[src/rtl/ring_mod_pipe_if.sv]
// Sample/control bus for ring_mod_pipe: the stereo sample pair with its strobe,
// the carrier controls, and the delayed stereo result with its valid strobe.
interface ring_mod_pipe_if #(
    parameter int SAMPLE_W = 16,
    parameter int PHASE_W  = 24,
    parameter int MIX_W    = 8
);
    logic                       sample_valid;
    logic signed [SAMPLE_W-1:0] left_in;
    logic signed [SAMPLE_W-1:0] right_in;
    logic [PHASE_W-1:0]         phase_inc;
    logic                       phase_clr;
    logic [1:0]                 mode;
    logic [MIX_W:0]             depth;
    logic signed [SAMPLE_W-1:0] left_out;
    logic signed [SAMPLE_W-1:0] right_out;
    logic                       out_valid;

    modport master (
        output sample_valid, left_in, right_in, phase_inc, phase_clr, mode, depth,
        input  left_out, right_out, out_valid
    );

    modport slave (
        input  sample_valid, left_in, right_in, phase_inc, phase_clr, mode, depth,
        output left_out, right_out, out_valid
    );
endinterface

[src/rtl/ring_mod_pipe.sv]
// Stereo ring/AM modulator with an internal phase-accumulator carrier.
// Registers: capture+carrier, product, saturated wet, wet/dry mix (3-cycle latency).
module ring_mod_pipe #(
    parameter int SAMPLE_W  = 16,
    parameter int CARRIER_W = 16,
    parameter int PHASE_W   = 24,
    parameter int MIX_W     = 8
) (
    input  logic           clk,
    input  logic           reset,
    ring_mod_pipe_if.slave bus
);
    localparam int PW = SAMPLE_W + CARRIER_W;
    localparam int XW = SAMPLE_W + MIX_W + 2;

    localparam logic [CARRIER_W-1:0] HALF    = CARRIER_W'(1) << (CARRIER_W - 1);
    localparam logic [CARRIER_W-1:0] QUARTER = CARRIER_W'(1) << (CARRIER_W - 2);
    localparam logic [CARRIER_W-1:0] CMAX    = HALF - CARRIER_W'(1);
    localparam logic [MIX_W:0]       FULL    = (MIX_W + 1)'(1) << MIX_W;
    localparam logic signed [PW-1:0] SAT_HI  = (PW'(1) <<< (SAMPLE_W - 1)) - PW'(1);
    localparam logic signed [PW-1:0] SAT_LO  = ~SAT_HI;

    typedef enum logic [1:0] {
        MODE_BYPASS   = 2'b00,
        MODE_RING_TRI = 2'b01,
        MODE_RING_SQR = 2'b10,
        MODE_AM       = 2'b11
    } mode_e;

    function automatic logic signed [SAMPLE_W-1:0] sat_wet(input logic signed [PW-1:0] p);
        logic signed [PW-1:0] s;
        s = p >>> (CARRIER_W - 1);
        if (s > SAT_HI)      s = SAT_HI;
        else if (s < SAT_LO) s = SAT_LO;
        return SAMPLE_W'(s);
    endfunction

    function automatic logic signed [SAMPLE_W-1:0] mix(
        input logic signed [SAMPLE_W-1:0] dry,
        input logic signed [SAMPLE_W-1:0] wet,
        input logic [MIX_W:0]             d,
        input mode_e                      m
    );
        logic signed [XW-1:0] wd;
        logic signed [XW-1:0] sum;
        wd  = XW'($signed({1'b0, d}));
        sum = XW'(dry) * (XW'($signed({1'b0, FULL})) - wd) + XW'(wet) * wd;
        if (m == MODE_BYPASS) return dry;
        return SAMPLE_W'(sum >>> MIX_W);
    endfunction

    // Carrier generation from the phase the current sample will use
    logic [PHASE_W-1:0]          acc;
    logic [PHASE_W-1:0]          phase_now;
    logic [CARRIER_W-1:0]        u;
    logic [CARRIER_W-2:0]        fold;
    logic signed [CARRIER_W-1:0] tri_c;
    logic signed [CARRIER_W-1:0] sqr_c;
    logic signed [CARRIER_W-1:0] am_c;
    logic signed [CARRIER_W-1:0] car;
    logic [MIX_W:0]              depth_clamped;
    mode_e                       mode_in;

    always_comb begin
        mode_in       = mode_e'(bus.mode);
        phase_now     = bus.phase_clr ? '0 : acc;
        u             = phase_now[PHASE_W-1 -: CARRIER_W];
        fold          = u[CARRIER_W-1] ? ~u[CARRIER_W-2:0] : u[CARRIER_W-2:0];
        tri_c         = $signed({fold, 1'b0} - HALF);
        sqr_c         = u[CARRIER_W-1] ? $signed(CARRIER_W'(0) - CMAX) : $signed(CMAX);
        am_c          = (tri_c >>> 1) + $signed(QUARTER);
        depth_clamped = (bus.depth > FULL) ? FULL : bus.depth;
        case (mode_in)
            MODE_RING_SQR: car = sqr_c;
            MODE_AM:       car = am_c;
            default:       car = tri_c;
        endcase
    end

    always_ff @(posedge clk or posedge reset) begin
        if (reset)                 acc <= '0;
        else if (bus.sample_valid) acc <= phase_now + bus.phase_inc;
        else if (bus.phase_clr)    acc <= '0;
    end

    logic                        v1, v2, v3;
    logic signed [SAMPLE_W-1:0]  l1, r1;
    logic signed [CARRIER_W-1:0] c1;
    mode_e                       m1, m2, m3;
    logic [MIX_W:0]              d1, d2, d3;
    logic signed [PW-1:0]        pl2, pr2;
    logic signed [SAMPLE_W-1:0]  dl2, dr2, dl3, dr3, wl3, wr3;

    always_ff @(posedge clk or posedge reset) begin
        if (reset) begin
            v1 <= 1'b0; l1 <= '0; r1 <= '0; c1 <= '0; m1 <= MODE_BYPASS; d1 <= '0;
            v2 <= 1'b0; pl2 <= '0; pr2 <= '0; dl2 <= '0; dr2 <= '0; m2 <= MODE_BYPASS; d2 <= '0;
            v3 <= 1'b0; wl3 <= '0; wr3 <= '0; dl3 <= '0; dr3 <= '0; m3 <= MODE_BYPASS; d3 <= '0;
            bus.out_valid <= 1'b0;
            bus.left_out  <= '0;
            bus.right_out <= '0;
        end else begin
            v1 <= bus.sample_valid;
            if (bus.sample_valid) begin
                l1 <= bus.left_in;
                r1 <= bus.right_in;
                c1 <= car;
                m1 <= mode_in;
                d1 <= depth_clamped;
            end
            v2 <= v1;
            if (v1) begin
                pl2 <= PW'(l1) * PW'(c1);
                pr2 <= PW'(r1) * PW'(c1);
                dl2 <= l1;
                dr2 <= r1;
                m2  <= m1;
                d2  <= d1;
            end
            v3 <= v2;
            if (v2) begin
                wl3 <= (m2 == MODE_BYPASS) ? dl2 : sat_wet(pl2);
                wr3 <= (m2 == MODE_BYPASS) ? dr2 : sat_wet(pr2);
                dl3 <= dl2;
                dr3 <= dr2;
                m3  <= m2;
                d3  <= d2;
            end
            bus.out_valid <= v3;
            if (v3) begin
                bus.left_out  <= mix(dl3, wl3, d3, m3);
                bus.right_out <= mix(dr3, wr3, d3, m3);
            end
        end
    end
endmodule

[src/flat_wrapper.sv]
// flat-port wrapper written by rule: the top's interface ports become plain ports
module ring_mod_pipe_flat 
#(
    parameter int SAMPLE_W  = 16,
    parameter int CARRIER_W = 16,
    parameter int PHASE_W   = 24,
    parameter int MIX_W     = 8
)
  (clk, reset, bus_sample_valid, bus_left_in, bus_right_in, bus_phase_inc, bus_phase_clr, bus_mode, bus_depth, bus_left_out, bus_right_out, bus_out_valid);
  ring_mod_pipe_if #(.SAMPLE_W(SAMPLE_W), .PHASE_W(PHASE_W), .MIX_W(MIX_W)) bus_i ();
  input  logic clk;
  input  logic reset;
  input wire logic [$bits(bus_i.sample_valid)-1:0] bus_sample_valid;
  input wire logic [$bits(bus_i.left_in)-1:0] bus_left_in;
  input wire logic [$bits(bus_i.right_in)-1:0] bus_right_in;
  input wire logic [$bits(bus_i.phase_inc)-1:0] bus_phase_inc;
  input wire logic [$bits(bus_i.phase_clr)-1:0] bus_phase_clr;
  input wire logic [$bits(bus_i.mode)-1:0] bus_mode;
  input wire logic [$bits(bus_i.depth)-1:0] bus_depth;
  output wire logic [$bits(bus_i.left_out)-1:0] bus_left_out;
  output wire logic [$bits(bus_i.right_out)-1:0] bus_right_out;
  output wire logic [$bits(bus_i.out_valid)-1:0] bus_out_valid;
  assign bus_i.sample_valid = bus_sample_valid;
  assign bus_i.left_in = bus_left_in;
  assign bus_i.right_in = bus_right_in;
  assign bus_i.phase_inc = bus_phase_inc;
  assign bus_i.phase_clr = bus_phase_clr;
  assign bus_i.mode = bus_mode;
  assign bus_i.depth = bus_depth;
  assign bus_left_out = bus_i.left_out;
  assign bus_right_out = bus_i.right_out;
  assign bus_out_valid = bus_i.out_valid;
  ring_mod_pipe #(.SAMPLE_W(SAMPLE_W), .CARRIER_W(CARRIER_W), .PHASE_W(PHASE_W), .MIX_W(MIX_W)) u_core (.clk(clk), .reset(reset), .bus(bus_i));
endmodule
[config.mk]
export PLATFORM = sky130hd
export DESIGN_NAME = ring_mod_pipe_flat
export DESIGN_NICKNAME = d
export VERILOG_FILES = /design/src/rtl/ring_mod_pipe_if.sv /design/src/rtl/ring_mod_pipe.sv /design/src/flat_wrapper.sv
export SDC_FILE = /design/constraint.sdc
export NUM_CORES = 2
export LEC_CHECK = 0
export CAP_MARGIN = 20
export CORE_MARGIN = 5
export CORE_UTILIZATION = 55
export DETAILED_ROUTE_END_ITERATION = 16
export GPL_TIMING_DRIVEN = 0
export PLACE_DENSITY_LB_ADDON = 0.08
export SYNTH_ARGS = -nofsm -noshare
export SYNTH_HDL_FRONTEND = slang
export SYNTH_SLANG_ARGS = --single-unit
export TNS_END_PERCENT = 10
[constraint.sdc]
create_clock -name clk -period 11.2 [get_ports clk]
set_input_delay 1.12 -clock clk [delete_from_list [all_inputs] [get_ports clk]]
set_output_delay 1.12 -clock clk [all_outputs]
set_load 0.01 [all_outputs]
==> results summary <==
The vertical die dimension came out at 316.9 um. The fmax came out at 98.81 MHz. The total CTS buffers came out at 38.

Synthesis produced a netlist with a net count of 6932. The H-tree level count came out at 2. The min-delay analysis places its worst path in the category reg -> reg. The starting DRC count in detailed routing came out at 2633. The number of design rule violations left after detail routing came out at 0. The aggregate routed wire length came out at 146600 um. The count of boundary I/O pins came out at 104. The final hold violation count was 0. The final layout contains 7079 nets. The number of rows created at floorplan is 112.

The cell taking the most area after synthesis is sky130_fd_sc_hd__fa_1. The routed design could run at a clock period as short as 10.12 ns. The met3 track demand over resource in global routing came out at 0.04751. The synthesized netlist contains 71 unique library cells. The initial core utilization is 0.5543. The pin count of the biggest net entering global routing is 118. The TritonCTS clock tree is yes. For this run, the number of Yosys warnings is 0. The synthesized area per cell is 9.570 sq um. The die footprint came out at 0.1004 sq mm. Gates resized during post-CTS repair numbered 0.

Measured against its own limit, the worst slew margin works out to 0.2302. Setup repair after global routing left no endpoint under its margin. The number of global-route vias before repair is 39558. For the worst-skew pair, the clock arrives at the later sink with an insertion delay of 0.61 ns. From synthesis to final layout, the design area changed by 7.805%. Once layout is done, the placed cells without fillers occupy 0.05585 sq mm.

The clock sink count is 271. The biggest fanout along the worst timing path came out at 10. The global routing stage identified its most utilized layer as met2. In the final routed layout, each cell accounts on average for 21.42 um. The number of hold buffers added after CTS came out at 0.

Across every metal layer, demand over resource in global routing totals 0.3032. In the post-synthesis netlist, the biggest area contributors are sky130_fd_sc_hd__fa_1 (42%), sky130_fd_sc_hd__dfrtp_1 (13%), sky130_fd_sc_hd__inv_1 (9.2%). The fraction of registers with async set or reset after synthesis came out at 1.000. Clock-pin slew was measured on the worst setup and hold paths at 0.08 ns.

The share of the clock period used by the worst path after layout came out at 0.9036. Across the run, the number of max-cap violations was 0. The critical path required time came out at 11.61 ns. The placeable core region came out at 0.09347 sq mm. The most repeated cell in the gate-level netlist after synthesis is sky130_fd_sc_hd__inv_1.

After clock tree synthesis, the setup repair step added 0 buffers. The sequential standard cell area came out at 0.006782 sq mm. The worst hold path startpoint is u_core.v3$_DFF_PP0_. The root buffer cell chosen for the clock tree is sky130_fd_sc_hd__clkbuf_16. The area occupied by multi-input gates is 0.03922 sq mm. The largest clock skew in the final design is 0.03341 ns.

In the global route stage, met2 resource usage came out at 0.4999. In this run the deepest clock path goes through 3 buffers. The arrival time at the worst endpoint came out at 10.53 ns. Among all stages on the critical path, the largest delay is contributed by sky130_fd_sc_hd__clkbuf_1. The flip-flop and latch count after synthesis came out at 271. The wire length of the first global-routing pass came out at 231300 um. The portion of synthesized cell area occupied by the leading cell type came out at 0.4231.

The launching point of the worst reg2reg path is u_core.d3[0]$_DFFE_PP0P_. The routability congestion estimate is 0.9822. The total via count in the routed design is 36379.

The placed wire-length estimate after detailed placement came out at 122900 um. The most critical setup path has its startpoint at u_core.d3[0]$_DFFE_PP0P_. The number of fill cells in the layout came out at 8361. The via count normalized by instance count is 5.315. The number of setup violations in the final report is 0. The flow ran to the end, and the final reports show no timing, DRC or antenna violations. Yosys mapped a number of flops with a built-in enable equal to 0. STA classifies the critical path startpoint as a flop.

The actual slew at the worst max-slew pin is 1.155 ns. The met1 routing resource usage after global routing is 0.4079. The final max-slew violation count came out at 0. The maximum single-stage delay on the critical path is 0.74 ns. The ratio of cells with drive above 1 in the final layout is 0.04492. Once detail routing completed, the nets flagged for antenna violations numbered 0.

STA classifies the critical path endpoint as a flop. The sequential share of the synthesized area is 0.1309. Ranked by instance count, the synthesized netlist is headed by sky130_fd_sc_hd__inv_1 (1272), sky130_fd_sc_hd__fa_1 (1095), sky130_fd_sc_hd__nand2_1 (545). The number of buffers added on ports came out at 102. The synthesized instance count came out at 5414. The remaining global-route overflow came out at 0. The critical path is of the reg -> reg type. Among the stages of the critical path, the cell type that occurs most often is sky130_fd_sc_hd__inv_1.

The most used flip-flop cell after synthesis is sky130_fd_sc_hd__dfrtp_1. The number of antenna violations at the first check in global routing came out at 3. In this run the cell area of the synthesized design comes to 0.05181 sq mm.

Measured along the x axis, the die boundary spans 316.9 um. The count of TritonRoute iterations in the first routing pass came out at 6. The post-place instance area came out at 0.05450 sq mm.
## worst max-delay path: cells and delay by family, from the launching register on
kind	cells	cell delay, ns
fa+ha+maj	9	3.80
buf+inv	11	2.18
compound gates	7	2.08
simple gates	4	0.80
xor+xnor	2	0.67
flops	1	0.39
## metrics by stage
| stage | setup TNS (ns) | std cells | util | worst slack, ns | hold WS (ns) |
|---|---|---|---|---|---|
| after global placement | -373.58 | 6770 | 0.5820 | -1.473 | 0.3584 |
| final | 0 | 6844 | 0.5976 | 1.080 | 0.3579 |
| after CTS | 0 | 6842 | 0.5975 | 1.027 | 0.3673 |
| after global routing | 0 | 6842 | 0.5975 | 0.5379 | 0.3783 |
| after detailed placement | 0 | 6775 | 0.5831 | 1.053 | 0.3669 |
| after floorplan | 0 | 5414 | - | 2.613 | 0.3519 |
## path summary, 6_finish.rpt
check                                                            end  slack [ns]  cells past startpoint
worst min register to register        u_core.bus.out_valid$_DFF_PP0_        0.36                      0
min in group asynchronous                    u_core.acc[2]$_DFF_PP0_        0.93                      2
max in group asynchronous                 u_core.pr2[15]$_DFFE_PP0P_        8.72                      4
worst max-delay path            u_core.bus.right_out[13]$_DFFE_PP0P_        1.08                     33
worst min-delay path                  u_core.bus.out_valid$_DFF_PP0_        0.36                      0
worst max register to register  u_core.bus.right_out[13]$_DFFE_PP0P_        1.08                     33
## kinds of logic (layout without fill, tap and decap cells)
| group | after synthesis | after routing | share of synthesized area |
|---|---|---|---|
| buffers and inverters | 1543 | 1717 | 0.1121 |
| adders and majority gates | 1447 | 1447 | 0.5081 |
| and+or+nand+nor | 1440 | 1440 | 0.1385 |
| AOI/OAI and AO/OA | 388 | 388 | 0.04799 |
| DFF | 271 | 271 | 0.1309 |
| xor gates and xnor gates | 170 | 170 | 0.02888 |
| muxes | 155 | 155 | 0.03354 |
| other | 0 | 2 | 0 |
## routing by layer
metal	vias up	wire, um
met3	297	9254
met5	-	0
li1	16284	-
met4	0	7489
met2	1204	68960
met1	18594	60890
## final cells by class
cell class | count | area share
Antenna cell | 2 | 0.00008961
Buffer | 271 | 0.01850
Clock buffer | 46 | 0.01866
Clock inverter | 21 | 0.005444
Inverter | 1272 | 0.08562
Multi-Input combinational cell | 3600 | 0.7022
Sequential cell | 271 | 0.1214
Tap cell | 1254 | 0.02809
Timing Repair Buffer | 107 | 0.01994
## registers in the layout, indices dropped and copies added, names as in the netlist, 9 cells and up
register              flops
u_core.dr3               16
u_core.dr2               16
u_core.d1                 9
u_core.c1                16
u_core.bus.right_out     16
u_core.pr2               17
u_core.acc               24
u_core.wl3               16
u_core.l1                16
u_core.bus.left_out      16
u_core.pl2               17
u_core.r1                16
u_core.dl2               16
u_core.wr3               16
u_core.dl3               16
u_core.d2                 9
u_core.d3                 9
## cell usage in the layout (no fill, tap or decap), types with 39 or more instances in the layout
| cell type | synthesis | final |
|---|---|---|
| sky130_fd_sc_hd__inv_1 | 1272 | 1271 |
| sky130_fd_sc_hd__fa_1 | 1095 | 1095 |
| sky130_fd_sc_hd__nand2_1 | 545 | 545 |
| sky130_fd_sc_hd__and2_1 | 540 | 540 |
| sky130_fd_sc_hd__ha_1 | 352 | 352 |
| sky130_fd_sc_hd__dfrtp_1 | 271 | 271 |
| sky130_fd_sc_hd__clkbuf_1 | 243 | 246 |
| sky130_fd_sc_hd__nor2_1 | 190 | 189 |
| sky130_fd_sc_hd__mux2_2 | 149 | 149 |
| sky130_fd_sc_hd__a21oi_1 | 145 | 145 |
| sky130_fd_sc_hd__xnor2_1 | 121 | 121 |
| sky130_fd_sc_hd__clkdlybuf4s50_1 | 0 | 102 |
| sky130_fd_sc_hd__o21ai_0 | 73 | 72 |
| sky130_fd_sc_hd__nand2b_1 | 49 | 49 |
| sky130_fd_sc_hd__xor2_1 | 48 | 48 |
| sky130_fd_sc_hd__clkbuf_16 | 0 | 39 |
Power is left out: the tool's default activity adds up to more than one toggle a clock period on the data nets, which glitch-free logic cannot reach.
